$ cat src/rtl/mux4_sched_pkg.sv
// Shared types and helpers for the 4-source round-robin mux scheduler.
// Select encoding follows the mux legs: a=0, b=1, c=2, d=3.
package mux4_sched_pkg;

  localparam int N_SRC = 4;
  localparam int SL_W  = 2;

  typedef enum logic {
    IDLE = 1'b0,
    BUSY = 1'b1
  } state_t;

  function automatic logic [N_SRC-1:0] onehot(input logic [SL_W-1:0] idx);
    logic [N_SRC-1:0] res;
    res = '0;
    res[idx] = 1'b1;
    return res;
  endfunction

  function automatic logic [SL_W-1:0] encode(input logic [N_SRC-1:0] oh);
    logic [SL_W-1:0] res;
    res = '0;
    for (int i = 0; i < N_SRC; i++) begin
      if (oh[i]) res = SL_W'(i);
    end
    return res;
  endfunction

endpackage

$ cat src/rtl/rr_pick4.sv
// Combinational round-robin picker: first set request after ptr, wrapping back to ptr itself.
module rr_pick4
  import mux4_sched_pkg::*;
(
  input  logic [N_SRC-1:0] req,
  input  logic [SL_W-1:0]  ptr,
  output logic [SL_W-1:0]  pick,
  output logic             any
);

  logic [SL_W-1:0]  candIdx [N_SRC];
  logic [N_SRC-1:0] rotReq;

  // Slot gi holds source ptr+gi+1; the last slot wraps to ptr so the previous owner ranks lowest.
  generate
    for (genvar gi = 0; gi < N_SRC; gi++) begin : gCand
      assign candIdx[gi] = ptr + SL_W'(gi + 1);
      assign rotReq[gi]  = req[candIdx[gi]];
    end
  endgenerate

  always_comb begin
    pick = ptr;
    any  = |req;
    for (int k = N_SRC - 1; k >= 0; k--) begin
      if (rotReq[k]) pick = candIdx[k];
    end
  end

endmodule

$ cat src/rtl/mux4_rr_sched.sv
// Round-robin burst scheduler driving the select of a 4-way mux; each grant is metered
// as up to MAX_BURST beats under a valid/ready handshake, with same-edge handover.
module mux4_rr_sched
  import mux4_sched_pkg::*;
#(
  parameter int MAX_BURST = 4,
  parameter int CNT_W     = 4
) (
  input  logic             clk,
  input  logic             rst_n,
  input  logic [3:0]       req,
  input  logic             out_rdy,
  output logic [3:0]       gnt,
  output logic [1:0]       sl,
  output logic             out_vld,
  output logic [CNT_W-1:0] beat_cnt,
  output logic             busy
);

  localparam logic [CNT_W-1:0] LAST_BEAT = CNT_W'(MAX_BURST - 1);

  state_t           stateReg, stateNext;
  logic [SL_W-1:0]  ptrReg, ptrNext;
  logic [SL_W-1:0]  slReg, slNext;
  logic [N_SRC-1:0] gntReg, gntNext;
  logic [CNT_W-1:0] cntReg, cntNext;

  logic             ownerReq, beat, release_;
  logic [N_SRC-1:0] relReq;
  logic [SL_W-1:0]  idlePick, relPick;
  logic             idleAny, relAny;

  // While busy, sl is the owner and equals ptr.
  assign ownerReq = req[slReg];
  assign out_vld  = (stateReg == BUSY) && ownerReq;
  assign beat     = out_vld && out_rdy;
  assign release_ = (beat && (cntReg == LAST_BEAT)) || !ownerReq;
  assign relReq   = req & ~onehot(slReg);

  rr_pick4 uIdlePick (
    .req  (req),
    .ptr  (ptrReg),
    .pick (idlePick),
    .any  (idleAny)
  );

  // Owner is masked here so a lone requester at its burst limit must pass through IDLE.
  rr_pick4 uRelPick (
    .req  (relReq),
    .ptr  (ptrReg),
    .pick (relPick),
    .any  (relAny)
  );

  always_ff @(posedge clk or negedge rst_n) begin
    if (!rst_n) begin
      stateReg <= IDLE;
      ptrReg   <= SL_W'(N_SRC - 1);
      slReg    <= '0;
      gntReg   <= '0;
      cntReg   <= '0;
    end else begin
      stateReg <= stateNext;
      ptrReg   <= ptrNext;
      slReg    <= slNext;
      gntReg   <= gntNext;
      cntReg   <= cntNext;
    end
  end

  always_comb begin
    stateNext = stateReg;
    ptrNext   = ptrReg;
    slNext    = slReg;
    gntNext   = gntReg;
    cntNext   = cntReg;
    unique case (stateReg)
      IDLE: begin
        if (idleAny) begin
          stateNext = BUSY;
          ptrNext   = idlePick;
          slNext    = idlePick;
          gntNext   = onehot(idlePick);
          cntNext   = '0;
        end
      end
      BUSY: begin
        if (release_) begin
          cntNext = '0;
          if (relAny) begin
            ptrNext = relPick;
            slNext  = relPick;
            gntNext = onehot(relPick);
          end else begin
            stateNext = IDLE;
            gntNext   = '0;
          end
        end else if (beat) begin
          cntNext = cntReg + 1'b1;
        end
      end
      default: begin
        stateNext = IDLE;
        gntNext   = '0;
        cntNext   = '0;
      end
    endcase
  end

  assign gnt      = gntReg;
  assign sl       = slReg;
  assign beat_cnt = cntReg;
  assign busy     = (stateReg == BUSY);

endmodule

$ cat config.mk
export PLATFORM = sky130hd
export DESIGN_NAME = mux4_rr_sched
export DESIGN_NICKNAME = d
export VERILOG_FILES = /design/src/rtl/mux4_sched_pkg.sv /design/src/rtl/rr_pick4.sv /design/src/rtl/mux4_rr_sched.sv
export SDC_FILE = /design/constraint.sdc
export NUM_CORES = 1
export LEC_CHECK = 0
export ABC_AREA = 0
export BUFFER_PORTS_ARGS = -buffer_cell sky130_fd_sc_hd__buf_2
export CELL_PAD_IN_SITES_DETAIL_PLACEMENT = 0
export CELL_PAD_IN_SITES_GLOBAL_PLACEMENT = 1
export CORE_MARGIN = 2
export CORE_UTILIZATION = 46
export CTS_BUF_LIST = sky130_fd_sc_hd__clkbuf_4
export DETAILED_ROUTE_END_ITERATION = 8
export GPL_TIMING_DRIVEN = 0
export HOLD_SLACK_MARGIN = 0.02
export PLACE_DENSITY = 0.95
export SYNTH_ARGS = -nofsm -noshare
export SYNTH_HDL_FRONTEND = slang
export SYNTH_SLANG_ARGS = --single-unit
$ cat constraint.sdc
create_clock -name clk -period 4 [get_ports clk]
set_input_delay 0.8 -clock clk [delete_from_list [all_inputs] [get_ports clk]]
set_output_delay 0.8 -clock clk [all_outputs]
set_load 0.02 [all_outputs]
* Word-level counts from Yosys, hierarchy flattened *
Index checks and enable logic that the tools add are counted.

word-level totals
  flip-flop bits (word level) = 13

cells by class
  add/subtract/negate cells = 4
  $lt $le $gt $ge = 9
  eq/ne operators = 5
  multiplexer cells = 42
  bitwise operators = 3
  reduce and logical (&&, ||, !) cells = 13

operators with widths
  cell                                                                count
  two-way mux 4 bit                                                   6
  < comparator 2 x 3 -> 1 bit (second input constant)                 6
  two-way mux 2 bit                                                   9
  case mux 4 bit (2 select lines)                                     2
  binary-select mux 1 bit (select 2 bit)                              7
  two-way mux 1 bit                                                   13
  OR reduction 4 bit                                                  2
  demux 1 bit (select 2 bit)                                          3
  greater-or-equal comparator 2 x 1 -> 1 bit (second input constant)  3
  logical AND 1 bit                                                   6
  adder 2 bit (second input constant)                                 2
  adder 4 x 1 -> 4 bit (second input constant)                        1
  AND 4 bit                                                           1
  == test 4 x 2 -> 1 bit (second input constant)                      1
  inequality test 2 x 1 -> 1 bit (second input constant)              2
  NOT 4 bit                                                           1
  case mux 2 bit (2 select lines)                                     1
  AND reduction 2 bit                                                 2
  inequality test 3 x 1 -> 1 bit (second input constant)              1
  AND reduction 3 bit                                                 1
  adder 2 x 1 -> 2 bit (second input constant)                        1
  inequality test 2 bit (second input constant)                       1
  case mux 1 bit (2 select lines)                                     1
  logical NOT 1 bit                                                   1
  2 further kinds                                                     2

* Logic depth before layout (Yosys ltp) *
  depth after elaboration = 18
  depth in mapped cells = 6
  depth with buffers taken out = 6

* Cells and area by module *
A second synthesis with hierarchy kept.

unflattened totals
  cells, all modules = 113
  area total of the unflattened synthesis = 1051.0 um2

by module, submodules not included
  module         instances  cells each  area an instance (um2)  sequential area each (um2)
  mux4_rr_sched  1          85          885.8                   327.8
  rr_pick4       2          14          82.6                    0.0

* Worst setup path after synthesis *
No wires, ideal clock.

  path type = input port to output port
  start point = input req[0]
  end point = output out_vld
  data arrival time = 1.636 ns
  data required time = 3.200 ns
  slack = 1.564 ns
  cell stages on the path = 4
  path buffers = 1
  path through = buf_2 > mux4_2 > nand2_1 > inv_1

between the ends
  word-level cells in the longest chain between the ends = 3

ends and longest elaborated chain
  item                                     line                 text
  start, declared                          mux4_rr_sched.sv:11  input logic [3:0] req,
  binary-select mux 1 bit (select 2 bit)   mux4_rr_sched.sv:34  assign ownerReq = req[slReg];
  two-way mux 1 bit (not written as such)  mux4_rr_sched.sv:34
  logical AND 1 bit                        mux4_rr_sched.sv:35  assign out_vld = (stateReg == BUSY) && ownerReq;
  end, declared                            mux4_rr_sched.sv:15  output logic out_vld,

No other way between the ends. The select of a mux whose other input is x is not followed.

* Worst setup path in the final report *
Same ends and word-level chain as after synthesis.

==> run metrics <==
status=finished, final reports clean; EDFF count, synth=0; Inserted Diodes=0; FMAX=389 MHz; RSZ-0062 raised after global routing=false; HP Class=input port to async pin; share of cells above drive strength 1=22.1%; CP endpoint kind=output port; Max transition margin=67.6%; # fillers=220; DR iter-0 viols=28; FFs w/ async S/R, synth=100%; Die Span Y=51.5 um; Initial Utilization=47.9%; post-synthesis sequential area ratio=31.5%; Hold WS=0.398 ns; Setup crit start=req[0]; Pre-Repair DR Iteration Count=4; drc violations=0; CTS sink cnt=13; CTS tree=yes; Num CTS Buffers=3; first-pass GRT wire length=4200 um; multi-input logic area=641 sq um; slew at the pin with the worst max-slew slack=0.480 ns; CP max FO=10; critical path arrival=1.77 ns; nets@finish=149; PD cells=787 nW/um^2; routed wire length=2340 um; IO buf count=14; Tcrit/Tclk final=64.3%; final slew viol count=0; leakage=0.535 nW; GP Congestion=0.882; Worst setup SP type=input port; die width=51.5 um; Overflow after GRT=0; Crit Path Class=input port to output port; final-report hold violation count=0; Syn Area/Cell=8.52 sq um; FF-to-FF path depth=6; Resized Gates After CTS=0; Root Driver=clkbuf_4; Vias/cell=5.99; # Post-CTS Setup Buffers=0; Synth area leaders=dfrtp_1 26%, o21ai_0 5.3%, dfstp_2 5.1%; antenna violations before repair=0; Fin Setup TNS=0 ns; share of the synthesized area in the top cell type=26.5%; Area Overhead vs Synth=13.0%; Overall Global Routing Usage=20.7%; syn nets=130; Wirelength per Cell=13.9 um; CTS Buffer Depth=2; worst flop-to-flop path startpoint=sl[1]; Worst-path clk slew=0.07 ns; Post-DRT Antenna Nets=0; Post-DP HPWL=1860 um; Unique masters post-synth=43; largest area contributor in the netlist=dfrtp_1; Final setup viols=0; boundary pin count=19; vias in the first global route=947; Die ar.=2660 sq um; via count=1006; max_cap viols=0; clk_lat worst skew=0.27 ns; #FFs+latches synth=13; Clock Skew=0.00196 ns; final critical-path required period=2.57 ns; YS warnings=0; area of the core=2170 sq um; largest net degree at the start of global routing=14; CTS Hold Bufs=0; Post-Syn Area=1040 sq um; std cell rows=17; Clock H-tree levels=1; top_reg_cell synth=dfrtp_1; Register Area=328 sq um; Req. time, crit path=3.20 ns; Synth Instances=122; VDD IR max=500 uV
-- metal layers --
layer | GRT usage [%] | wire length, um
met5 | 0 | 0
met4 | 3.51 | 0
met3 | 5.46 | 96
met2 | 32.7 | 1130
met1 | 28.9 | 1110
-- cell usage in the layout, fill, tap and decap left out, drive strengths merged, types with 5 or more instances in the layout --
| master | synthesis | routed |
|---|---|---|
| nand2 | 10 | 10 |
| clkbuf | 1 | 5 |
| dfrtp | 11 | 11 |
| inv | 7 | 7 |
| nor3 | 6 | 6 |
| o21ai | 15 | 15 |
| o31ai | 5 | 5 |
| a31o | 5 | 5 |
| buf | 5 | 19 |
-- flip-flops by register name, summed over array words and instances (netlist names) --
register	count
beat_cnt	4
gnt	4
ptrReg	2
sl	2
busy	1
-- power breakdown --
| group | switching [mW] | internal, mW |
|---|---|---|
| registers | 0.0515 | 0.191 |
| logic | 0.358 | 0.241 |
| clock network | 0.0390 | 0.0454 |
| total | 0.448 | 0.477 |
-- area by class of cell --
class | count | area share, %
multi-input combinational | 95 | 54.5
sequential | 13 | 27.9
timing repair buffer | 14 | 5.96
buffer | 6 | 3.51
tap | 28 | 2.98
clock buffer | 4 | 2.56
inverter | 8 | 2.56
-- through the flow --
stage          cells  setup slack (ns)  utilization (%)  total power, mW  area (sq um)
2_1_floorplan    122              1.56                -            0.697          1040
3_3_place_gp     164              1.44             52.8            0.828          1140
3_5_place_dp     164              1.44             52.8            0.839          1140
4_1_cts          168              1.44             54.2            0.928          1170
5_1_grt          168              1.36             54.2             1.01          1170
6_report         168              1.43             54.2            0.925          1170
-- cells in the mapped netlist (all sizes together), types with 3 or more instances --
master   n
a21oi    4
nor3     6
nor2b    4
nand3    4
dfrtp   11
a31o     5
o21ai   15
mux2i    4
inv      7
nor2     4
or3      3
nand2   10
buf      5
nand2b   4
and2     4
o31ai    5
-- worst paths after layout --
kind                             end  slack (ns)
setup / recovery             out_vld        1.43
hold / removal                gnt[3]        0.40
setup reg to reg           ptrReg[0]        1.92
hold reg to reg            ptrReg[0]        0.55
max in group asynchronous  ptrReg[0]        3.32
min in group clk           ptrReg[0]        0.55
-- worst max-delay path, stage by stage --
cell and delay, ns:
buf_2 0.15, mux4_2 0.52, nand2_1 0.11, inv_1 0.04
buf_2 0.15
-- cell families after synthesis --
family                   share of synthesized area, %
flip-flops                                       31.5
adder cells (fa/ha/maj)                          1.20
AND/OR/NAND/NOR                                  22.1
AO/OA/AOI/OAI                                    32.3
multiplexers                                     6.02
buffers and inverters                            6.86
(Power assumes the default switching activity.)
